--- src/rtl/stopwatch_timer.sv ---
// MM:SS BCD stopwatch / countdown timer with run/pause control, lap freeze,
// preload and a done flag. Counting ticks come from an internal prescaler on clk_i.
module stopwatch_timer #(
    parameter int TICK_DIV    = 100_000_000,
    parameter int FAST_FACTOR = 4,
    parameter int DIV_W       = 27
) (
    input  logic        clk_i,
    input  logic        reset_i,
    input  logic        speed_up_i,
    input  logic        start_stop_i,
    input  logic        clear_i,
    input  logic        lap_i,
    input  logic        mode_i,
    input  logic        load_i,
    input  logic [15:0] load_bcd_i,
    output logic [3:0]  digit0_o,
    output logic [3:0]  digit1_o,
    output logic [3:0]  digit2_o,
    output logic [3:0]  digit3_o,
    output logic        running_o,
    output logic        lap_active_o,
    output logic        done_o,
    output logic        tick_o
);

    localparam logic [1:0] ST_IDLE  = 2'd0;
    localparam logic [1:0] ST_RUN   = 2'd1;
    localparam logic [1:0] ST_PAUSE = 2'd2;
    localparam logic [1:0] ST_DONE  = 2'd3;

    localparam logic [DIV_W-1:0] LIMIT_SLOW = DIV_W'(TICK_DIV - 1);
    localparam logic [DIV_W-1:0] LIMIT_FAST = DIV_W'(TICK_DIV / FAST_FACTOR - 1);

    logic [1:0]       state_q, state_d;
    logic             mode_q, mode_d;
    logic             speed_q;
    logic [DIV_W-1:0] presc_q, presc_d;
    logic [15:0]      count_q, count_d;
    logic [15:0]      disp_q, disp_d;
    logic             lap_q, lap_d;
    logic [DIV_W-1:0] limit;
    logic             tick;
    logic [15:0]      count_dec;

    // Digit layout in all 16-bit words: {M10, M1, S10, S1}.
    function automatic logic [15:0] bcd_inc(input logic [15:0] v);
        logic [15:0] r;
        r = v;
        if (v[3:0] != 4'd9) begin
            r[3:0] = v[3:0] + 4'd1;
        end else begin
            r[3:0] = 4'd0;
            if (v[7:4] != 4'd5) begin
                r[7:4] = v[7:4] + 4'd1;
            end else begin
                r[7:4] = 4'd0;
                if (v[11:8] != 4'd9) begin
                    r[11:8] = v[11:8] + 4'd1;
                end else begin
                    r[11:8]  = 4'd0;
                    r[15:12] = (v[15:12] == 4'd9) ? 4'd0 : v[15:12] + 4'd1;
                end
            end
        end
        return r;
    endfunction

    // Only called with a non-zero value, so M10 never underflows.
    function automatic logic [15:0] bcd_dec(input logic [15:0] v);
        logic [15:0] r;
        r = v;
        if (v[3:0] != 4'd0) begin
            r[3:0] = v[3:0] - 4'd1;
        end else begin
            r[3:0] = 4'd9;
            if (v[7:4] != 4'd0) begin
                r[7:4] = v[7:4] - 4'd1;
            end else begin
                r[7:4] = 4'd5;
                if (v[11:8] != 4'd0) begin
                    r[11:8] = v[11:8] - 4'd1;
                end else begin
                    r[11:8]  = 4'd9;
                    r[15:12] = v[15:12] - 4'd1;
                end
            end
        end
        return r;
    endfunction

    function automatic logic [15:0] bcd_sat(input logic [15:0] v);
        logic [15:0] r;
        r[3:0]   = (v[3:0]   > 4'd9) ? 4'd9 : v[3:0];
        r[7:4]   = (v[7:4]   > 4'd5) ? 4'd5 : v[7:4];
        r[11:8]  = (v[11:8]  > 4'd9) ? 4'd9 : v[11:8];
        r[15:12] = (v[15:12] > 4'd9) ? 4'd9 : v[15:12];
        return r;
    endfunction

    // speed_up is registered so a rate change takes effect one cycle later;
    // the >= compare lets an over-limit prescaler wrap immediately.
    assign limit     = speed_q ? LIMIT_FAST : LIMIT_SLOW;
    assign tick      = (state_q == ST_RUN) && (presc_q >= limit);
    assign count_dec = bcd_dec(count_q);

    always_comb begin
        state_d = state_q;
        mode_d  = mode_q;
        presc_d = presc_q;
        count_d = count_q;
        lap_d   = lap_q;

        if (state_q == ST_RUN) begin
            presc_d = tick ? '0 : presc_q + DIV_W'(1);
        end

        if (clear_i) begin
            state_d = ST_IDLE;
            count_d = '0;
            presc_d = '0;
            lap_d   = 1'b0;
        end else if (load_i && (state_q != ST_RUN)) begin
            count_d = bcd_sat(load_bcd_i);
            if (state_q == ST_DONE) begin
                state_d = ST_IDLE;
            end
        end else begin
            if (tick) begin
                if (!mode_q) begin
                    count_d = bcd_inc(count_q);
                end else if (count_q == 16'h0000) begin
                    state_d = ST_DONE;
                end else begin
                    count_d = count_dec;
                    if (count_dec == 16'h0000) begin
                        state_d = ST_DONE;
                    end
                end
            end
            // A start_stop in the same cycle as a tick still counts, then pauses.
            if (start_stop_i) begin
                case (state_q)
                    ST_IDLE: begin
                        state_d = ST_RUN;
                        mode_d  = mode_i;
                        presc_d = '0;
                    end
                    ST_RUN:   state_d = ST_PAUSE;
                    ST_PAUSE: state_d = ST_RUN;
                    default:  state_d = state_q;
                endcase
            end
        end

        if (!clear_i && lap_i && ((state_q == ST_RUN) || (state_q == ST_PAUSE))) begin
            lap_d = ~lap_q;
        end
        if (state_d == ST_DONE) begin
            lap_d = 1'b0;
        end

        // Freeze holds the value captured on the edge the lap toggled on.
        disp_d = (lap_d && lap_q) ? disp_q : count_d;
    end

    always_ff @(posedge clk_i or posedge reset_i) begin
        if (reset_i) begin
            state_q <= ST_IDLE;
            mode_q  <= 1'b0;
            speed_q <= 1'b0;
            presc_q <= '0;
            count_q <= '0;
            disp_q  <= '0;
            lap_q   <= 1'b0;
        end else begin
            state_q <= state_d;
            mode_q  <= mode_d;
            speed_q <= speed_up_i;
            presc_q <= presc_d;
            count_q <= count_d;
            disp_q  <= disp_d;
            lap_q   <= lap_d;
        end
    end

    assign digit0_o     = disp_q[3:0];
    assign digit1_o     = disp_q[7:4];
    assign digit2_o     = disp_q[11:8];
    assign digit3_o     = disp_q[15:12];
    assign running_o    = (state_q == ST_RUN);
    assign done_o       = (state_q == ST_DONE);
    assign lap_active_o = lap_q;
    assign tick_o       = tick;

endmodule

--- config.mk ---
export PLATFORM = sky130hd
export DESIGN_NAME = stopwatch_timer
export DESIGN_NICKNAME = d
export VERILOG_FILES = /design/src/rtl/stopwatch_timer.sv
export SDC_FILE = /design/constraint.sdc
export NUM_CORES = 1
export LEC_CHECK = 0
export ABC_AREA = 0
export BUFFER_PORTS_ARGS = -buffer_cell sky130_fd_sc_hd__buf_2
export CAP_MARGIN = 20
export CORE_MARGIN = 4
export CORE_UTILIZATION = 65
export CTS_CLUSTER_SIZE = 28
export DETAILED_ROUTE_END_ITERATION = 10
export MAX_ROUTING_LAYER = met4
export PLACE_DENSITY = 0.89
export SETUP_SLACK_MARGIN = 0.5
export SLEW_MARGIN = 20
export SYNTH_ARGS = -nofsm -noshare
export SYNTH_HDL_FRONTEND = slang
export SYNTH_SLANG_ARGS = --single-unit
--- constraint.sdc ---
create_clock -name clk_i -period 5.5 [get_ports clk_i]
set_input_delay 0.275 -clock clk_i [delete_from_list [all_inputs] [get_ports clk_i]]
set_output_delay 0.275 -clock clk_i [all_outputs]
set_load 0.01 [all_outputs]
==> results of run 1 <==
sequential cells by signal, indices dropped and copies added, names as in the netlist:
| signal | flops |
|---|---|
| disp_q | 16 |
| speed_q | 1 |
| count_q | 16 |
| presc_q | 27 |
| mode_q | 1 |
| lap_active_o | 1 |
| state_q | 2 |
cell families (layout without fill, tap and decap cells):
logic type,count (synthesis),in the layout,share of synthesized area (%)
AO/OA/AOI/OAI,114,114,18.71
XOR/XNOR,27,27,5.276
adder cells (fa/ha/maj),27,27,7.538
buffers and inverters,53,86,4.886
flip-flops,64,64,35.73
multiplexers,20,20,4.997
AND/OR/NAND/NOR,201,201,22.86
cells in the final DEF, fill, tap and decap left out, types with 12 or more instances in the layout:
cell	count
inv_1	23
nand2_1	34
o21ai_0	16
nor3_1	15
mux2_2	19
a21oi_1	22
xor2_1	17
nand3_1	18
buf_2	43
dfrtp_1	64
ha_1	27
nor2b_1	12
nor2_1	65
layout make-up:
class / count / area share (%)
clock inverters: 5 / 0.6943
repair buffers: 47 / 5.040
multi-input cells: 389 / 54.69
inverters: 24 / 1.851
flip-flops and latches: 64 / 32.91
clock buffers: 10 / 2.828
well taps: 77 / 1.980
power by group through the flow:
stage          registers [mW]  clock network, mW  logic (mW)
6_report                0.539              0.367       0.336
5_1_grt                 0.543              0.397       0.368
4_1_cts                 0.537              0.371       0.329
3_5_place_dp            0.545                  0       0.327
3_3_place_gp            0.545                  0       0.324
2_1_floorplan           0.534                  0       0.242
worst max path at each step:
stage / start / endpoint / slack (ns) / depth (start not counted)
2_1_floorplan: count_q[0]$_DFF_PP0_ / disp_q[10]$_DFFE_PP0N_ / 2.48 / 11
3_3_place_gp: count_q[1]$_DFF_PP0_ / disp_q[11]$_DFFE_PP0N_ / 2.18 / 9
3_5_place_dp: count_q[1]$_DFF_PP0_ / disp_q[11]$_DFFE_PP0N_ / 2.07 / 9
4_1_cts: count_q[1]$_DFF_PP0_ / disp_q[11]$_DFFE_PP0N_ / 2.03 / 9
5_1_grt: count_q[1]$_DFF_PP0_ / disp_q[11]$_DFFE_PP0N_ / 1.80 / 9
6_report: count_q[1]$_DFF_PP0_ / disp_q[11]$_DFFE_PP0N_ / 1.99 / 9
stage by stage:
step	power [mW]	instance area, sq um	hold slack [ns]
final	1.242	4866	0.02802
after global routing	1.308	4866	0.009704
after CTS	1.237	4866	0.01926
after detailed placement	0.8717	4695	0.3854
after global placement	0.8689	4695	0.3923
after floorplan	0.7759	4482	0.3064
metal layers:
layer	share of wire, %	vias up	track usage, %	wire (um)
met2	44	230	43.41	5300
met4	3.0	0	10.43	359
met1	44	1952	43.65	5314
met3	8.1	34	7.025	972
met5	0	-	-	0
li1	-	1896	-	-
critical path, cell delays in order (launching register included):
cell and delay (ns):
dfrtp_1 0.43, inv_1 0.13, ha_1 0.37, nor3b_1 0.48, nand3_1 0.18, a2111oi_2 0.41
a41oi_2 0.24, o31ai_4 0.41, a211o_1 0.36, mux2_2 0.38
==> summary.md, run 1 <==
| Metric | Value |
|---|---|
| Final setup violation count | `0` |
| Area grow syn2layout | `8.571%` |
| Maximum clock rate | `285.2 MHz` |
| CTS Root Cell | `clkbuf_8` |
| Post-CTS Resized | `0` |
| Final GP Congestion | `between 1 and 1.5` |
| Fin. Hold Viols | `0` |
| Starting Density | `68.62%` |
| Final Cycle Share | `between 60% and 70%` |
| Post-synth top area share | `35.73%` |
| Max-Cap Viols | `0` |
| Largest net degree at the start of global routing | `65` |
| Pre-CTS WS | `2.069 ns` |
| Worst Path Max Fanout | `10` |
| Data arrival time of the critical path | `roughly 3.7 ns` |
| Max-slew violation count | `0` |
| Cell accounting for the most synthesized area | `dfrtp_1` |
| Remaining global-route overflow | `0` |
| Wire per inst | `19.39 um` |
| Most used flip-flop cell after synthesis | `dfrtp_1` |
| DP HPWL | `8.250 mm` |
| Commonest cells in the netlist | `nor2_1, dfrtp_1, nand2_1, ha_1` |
| CTS tree | `yes` |
| Pint | `0.7926 mW` |
| Least-Margin Pin Slew | `1.022 ns` |
| Worst R2R Start | `count_q[1]$_DFF_PP0_` |
| First-pass GRT wire length | `approximately 20 mm` |
| Cell row count | `29` |
| Post-Syn Nets | `about 560` |
| Post-route setup slack | `1.993 ns` |
| Async S/R FF share, synth | `100.0%` |
| IO Pins | `between 40 and 50` |
| Post-Layout Cell Count | `616` |
| Layout fillers | `approximately 480` |
| Die width | `91.04 um` |
| Tmin final | `3.507 ns` |
| CP required | `5.73 ns` |
| Hold Path End | `speed_q$_DFF_PP0_` |
| N_diodes | `0` |
| Drt first pass iters | `5` |
| Sw power | `between 0.4 and 0.5 mW` |
| H-tree depth reported by CTS | `3` |
| Vias in the first global route | `a little under 4,000` |
| Post-Route WL | `11.95 mm` |
| Placed insts | `601` |
| Mapped cell area | `about 0.0045 sq mm` |
| Nets@finish | `586` |
| Reg clk slew, reported paths | `~0.07 ns` |
| PortBufs | `43` |
| Leak | `2.119 nW` |
| Clock network power share | `slightly below 30%` |
| Flops & latches, synth | `64` |
| Reg power frac | `43.4%` |
| Peak VDD IR | `0.2377 mV` |
| Pwr dens | `255.2 mW/mm^2` |
| Bufs on Longest Clock Path | `2` |
| Post-CTS Setup Bufs | `0` |
| Top-count cell post-synth | `nor2_1` |
| Hold-fix buffers, CTS | `0` |
| Synthesized instance count | `506` |
| Antenna violations before repair | `0` |
| Avg Synthesized Cell Area | `8.857 sq um` |
| Vias per Instance | `6.675` |
| Clock Latency Late Sink | `0.35 ns` |
| Warnings from Yosys | `0` |
| CP Launch Type | `flop` |
| Skew final | `0.008275 ns` |
| Die Ht | `just over 90 um` |
| Routed vias | `~4,000` |
| Setup slack, reg-to-reg | `approximately 2 ns` |
| Sequential element share of the synthesized area | `35.73%` |
| R2r endpoint | `disp_q[11]$_DFFE_PP0N_` |
| Hold Crit Class | `in -> reg` |
| RSZ-0062 raised after global routing | `false` |
| Worst setup EP type | `flop` |
| Num CTS Buffers | `9` |
| Setup TNS | `0 ns` |
| Switching Fraction | `36.16%` |
| Worst Hold Launch | `speed_up_i` |
| Drt drc | `0` |
| DRT iter0 DRCs | `around 360` |
| Area of the multi-input gates | `0.002661 sq mm` |
| Fraction of layout cells with a size suffix above 1 | `16.70%` |
| Outcome | `finished clean` |
| Comb power frac | `27.1%` |
| Synth cell types | `64` |
| Global Route Usage Sum | `30.74%` |
| Worst rel slew slack | `31.75%` |
| Clk sinks | `between 60 and 70` |
| Final core occ | `74.50%` |
| R2R depth | `9` |
| Core area | `0.006531 sq mm` |
| Kind of critical path | `reg -> reg` |
| Top post-synthesis cells by area | `dfrtp_1, ha_1, nor2_1, mux2_2, xor2_1` |
| EDFF count, synth | `0` |
| Hold Path Stages | `1` |
| FF+latch area | `~0.0016 sq mm` |
| Final antenna-violating net count | `0` |
| Die area | `0.008287 sq mm` |
(Power assumes the default switching activity.)
==> run 2: changes to the inputs <==
--- a/config.mk
+++ b/config.mk
@@ -9,11 +9,11 @@
 export BUFFER_PORTS_ARGS = -buffer_cell sky130_fd_sc_hd__buf_2
 export CAP_MARGIN = 20
 export CORE_MARGIN = 4
-export CORE_UTILIZATION = 65
+export CORE_UTILIZATION = 60
 export CTS_CLUSTER_SIZE = 28
 export DETAILED_ROUTE_END_ITERATION = 10
 export MAX_ROUTING_LAYER = met4
-export PLACE_DENSITY = 0.89
+export PLACE_DENSITY = 0.83
 export SETUP_SLACK_MARGIN = 0.5
 export SLEW_MARGIN = 20
 export SYNTH_ARGS = -nofsm -noshare
==> constraint.sdc (replaced) <==
create_clock -name clk_i -period 3.6 [get_ports clk_i]
set_input_delay 0.18 -clock clk_i [delete_from_list [all_inputs] [get_ports clk_i]]
set_output_delay 0.18 -clock clk_i [all_outputs]
set_load 0.01 [all_outputs]
==> run 2 against run 1 <==
Via count shrank 0.19%. Sequential cell count is the same. Clock-buffer cell count grew 2. Utilization shrank 2.7 points. Non-clock buffer count grew 24. First-iteration DRC count shrank 25%. Power grew 67%. Die area grew 7.6%.
==> summary.md, run 2 (synthesis gave the netlist of run 1 again) <==
| Metric | Value |
|---|---|
| Outcome | `finished clean` |
| Die Ht | `about 94 um` |
| Reg with most FFs | `presc_q` |
| CP startpoint | `count_q[0]$_DFF_PP0_` |
| CTS tree | `yes` |
| Met2 usage | `45.98%` |
| Max reg flops | `27` |
| Die width | `between 90 and 100 um` |
| Post-Route WL | `11.77 mm` |
| Clock Latency Late Sink | `0.34 ns` |
| DRT iter0 DRCs | `267` |
| Antenna violations before repair | `0` |
| Kind of critical path | `reg -> reg` |
| Post-Layout Cell Count | `662` |
| Peak VDD IR | `0.4090 mV` |
| Maximum clock rate | `329.4 MHz` |
| PortBufs | `43` |
| Fraction of layout cells with a size suffix above 1 | `22.20%` |
| CP required | `3.83 ns` |
| Final Power | `roughly 2.1 mW` |
| Critical-path cell list | `inv_2, ha_4, or3b_4, nor4_2, a2111oi_4, a41oi_2, a31oi_4, a211o_4, mux2_2` |
| M3 GR Usage | `3.825%` |
| Worst path max stage delay | `0.44 ns` |
| Worst Path Max Fanout | `10` |
| Cell row count | `31` |
| Vias in the first global route | `3,983` |
| Final antenna-violating net count | `0` |
| Worst setup EP type | `flop` |
| Skew final | `roughly 0.0077 ns` |
| Most frequent cells in the layout | `nor2_1, dfrtp_1, buf_2` |
| Final core occ | `a little under three quarters` |
| IO Pins | `44` |
| CTS Root Cell | `clkbuf_8` |
| Placed insts | `between 600 and 700` |
| Final GP Congestion | `approximately 0.99` |
| Starting Density | `61.79%` |
| Max-slew violation count | `0` |
| Leak | `roughly 2.3 nW` |
| Global Route Usage Sum | `28.20%` |
| Drt first pass iters | `5` |
| Pre-CTS WS | `0.2462 ns` |
| Final setup violation count | `0` |
| Remaining global-route overflow | `0` |
| Fin area | `0.005211 sq mm` |
| Hold Crit Class | `in -> reg` |
| Num CTS Buffers | `9` |
| Grt peak-use layer | `met2` |
| Final Cycle Share | `between 80% and 90%` |
| Leading cell type in the layout, fill and taps excluded | `nor2_1` |
| Setup TNS | `0 ns` |
| Reg clk slew, reported paths | `0.07 ns` |
| Die area | `0.008916 sq mm` |
| Bufs on Longest Clock Path | `2` |
| Least-Margin Pin Slew | `0.7031 ns` |
| Tmin final | `3.036 ns` |
| CP Launch Type | `flop` |
| DP HPWL | `8.165 mm` |
| Data arrival time of the critical path | `roughly 3.3 ns` |
| Vias per Instance | `6.199` |
| Layout fillers | `568` |
| RSZ-0062 raised after global routing | `false` |
| Post-route setup slack | `0.5637 ns` |
| Max-Cap Viols | `0` |
| Wire per inst | `17.79 um` |
| Met1 global-route usage | `between 30% and 40%` |
| Worst rel slew slack | `53.06%` |
| Fin Hold WS | `around 0.078 ns` |
| Area grow syn2layout | `16.28%` |
| Clk sinks | `64` |
| Routed vias | `4,104` |
| Worst Hold Launch | `mode_i` |
| Nets@finish | `610` |
| Drt drc | `0` |
| Worst R2R Start | `count_q[0]$_DFF_PP0_` |
| First-pass GRT wire length | `19.23 mm` |
| Core area | `0.007253 sq mm` |
| Biggest regs | `presc_q (27), count_q (16), disp_q (16)` |
| Fin. Hold Viols | `0` |
| Dpl cell area | `a little under 0.005 sq mm` |
| H-tree depth reported by CTS | `3` |
| Largest net degree at the start of global routing | `36` |
| Critical path's slowest cell | `dfrtp_1` |
| Pwr dens | `398.4 mW/mm^2` |
| N_diodes | `0` |
[run 2: cell types whose count changed in the layout (fill, tap and decap cells not counted), moves of 2 or more]
cell,previous run,this run
buf_4,4,26
dlygate4sd3_1,0,2
a2111oi_1,0,2
clkinvlp_4,2,0
inv_1,23,20
a311oi_2,0,2
a2111oi_0,4,2
a311oi_1,6,4
inv_2,1,4
bufinv_16,0,2
[run 2: what timing repair did]
item                                   CTS  global route
setup endpoints to repair               15            16
hold buffers                             2             0
endpoints found under the hold margin   35             0
pin swaps                                4             5
resized for setup                        5            15
setup buffers                            3             8
[run 2: critical path: cells and delay by family, from the launching register on]
kind	cells	cell delay, ns
fa+ha+maj	1	0.20
mux	1	0.29
flops	1	0.44
compound gates	4	1.04
buf+inv	1	0.12
simple gates	2	0.82
[run 2: worst paths after layout]
path                                                to  slack [ns]  depth (start not counted)
worst max register to register  disp_q[13]$_DFFE_PP0N_        0.56                          9
worst max-delay path            disp_q[13]$_DFFE_PP0N_        0.56                          9
max in group asynchronous         count_q[4]$_DFF_PP0_        2.21                          4
worst min-delay path                mode_q$_DFFE_PP0P_        0.08                          2
min in group asynchronous        presc_q[14]$_DFF_PP0_        0.50                          3
worst min register to register  disp_q[15]$_DFFE_PP0N_        0.51                          1
[run 2: report_power, final]
group	leakage [nW]	internal, mW	switching (mW)
logic	1.29	0.224	0.330
clock network	0.112	0.423	0.270
registers	0.863	0.763	0.0658
total	2.27	1.41	0.666
[run 2: cell type report]
class,instances,area [sq um],share of cell area (%)
multi-input cells,389,2744,52.65
flip-flops and latches,64,1603,30.76
repair buffers,71,430.4,8.259
clock buffers,12,155.1,2.977
well taps,99,123.9,2.377
inverters,24,90.09,1.729
clock inverters,3,65.06,1.248
[run 2: metal layers]
metal,routed length (um),vias to the layer above
li1,-,1946
met1,4893,1978
met2,5965,154
met3,669,26
met4,246,0
met5,0,-
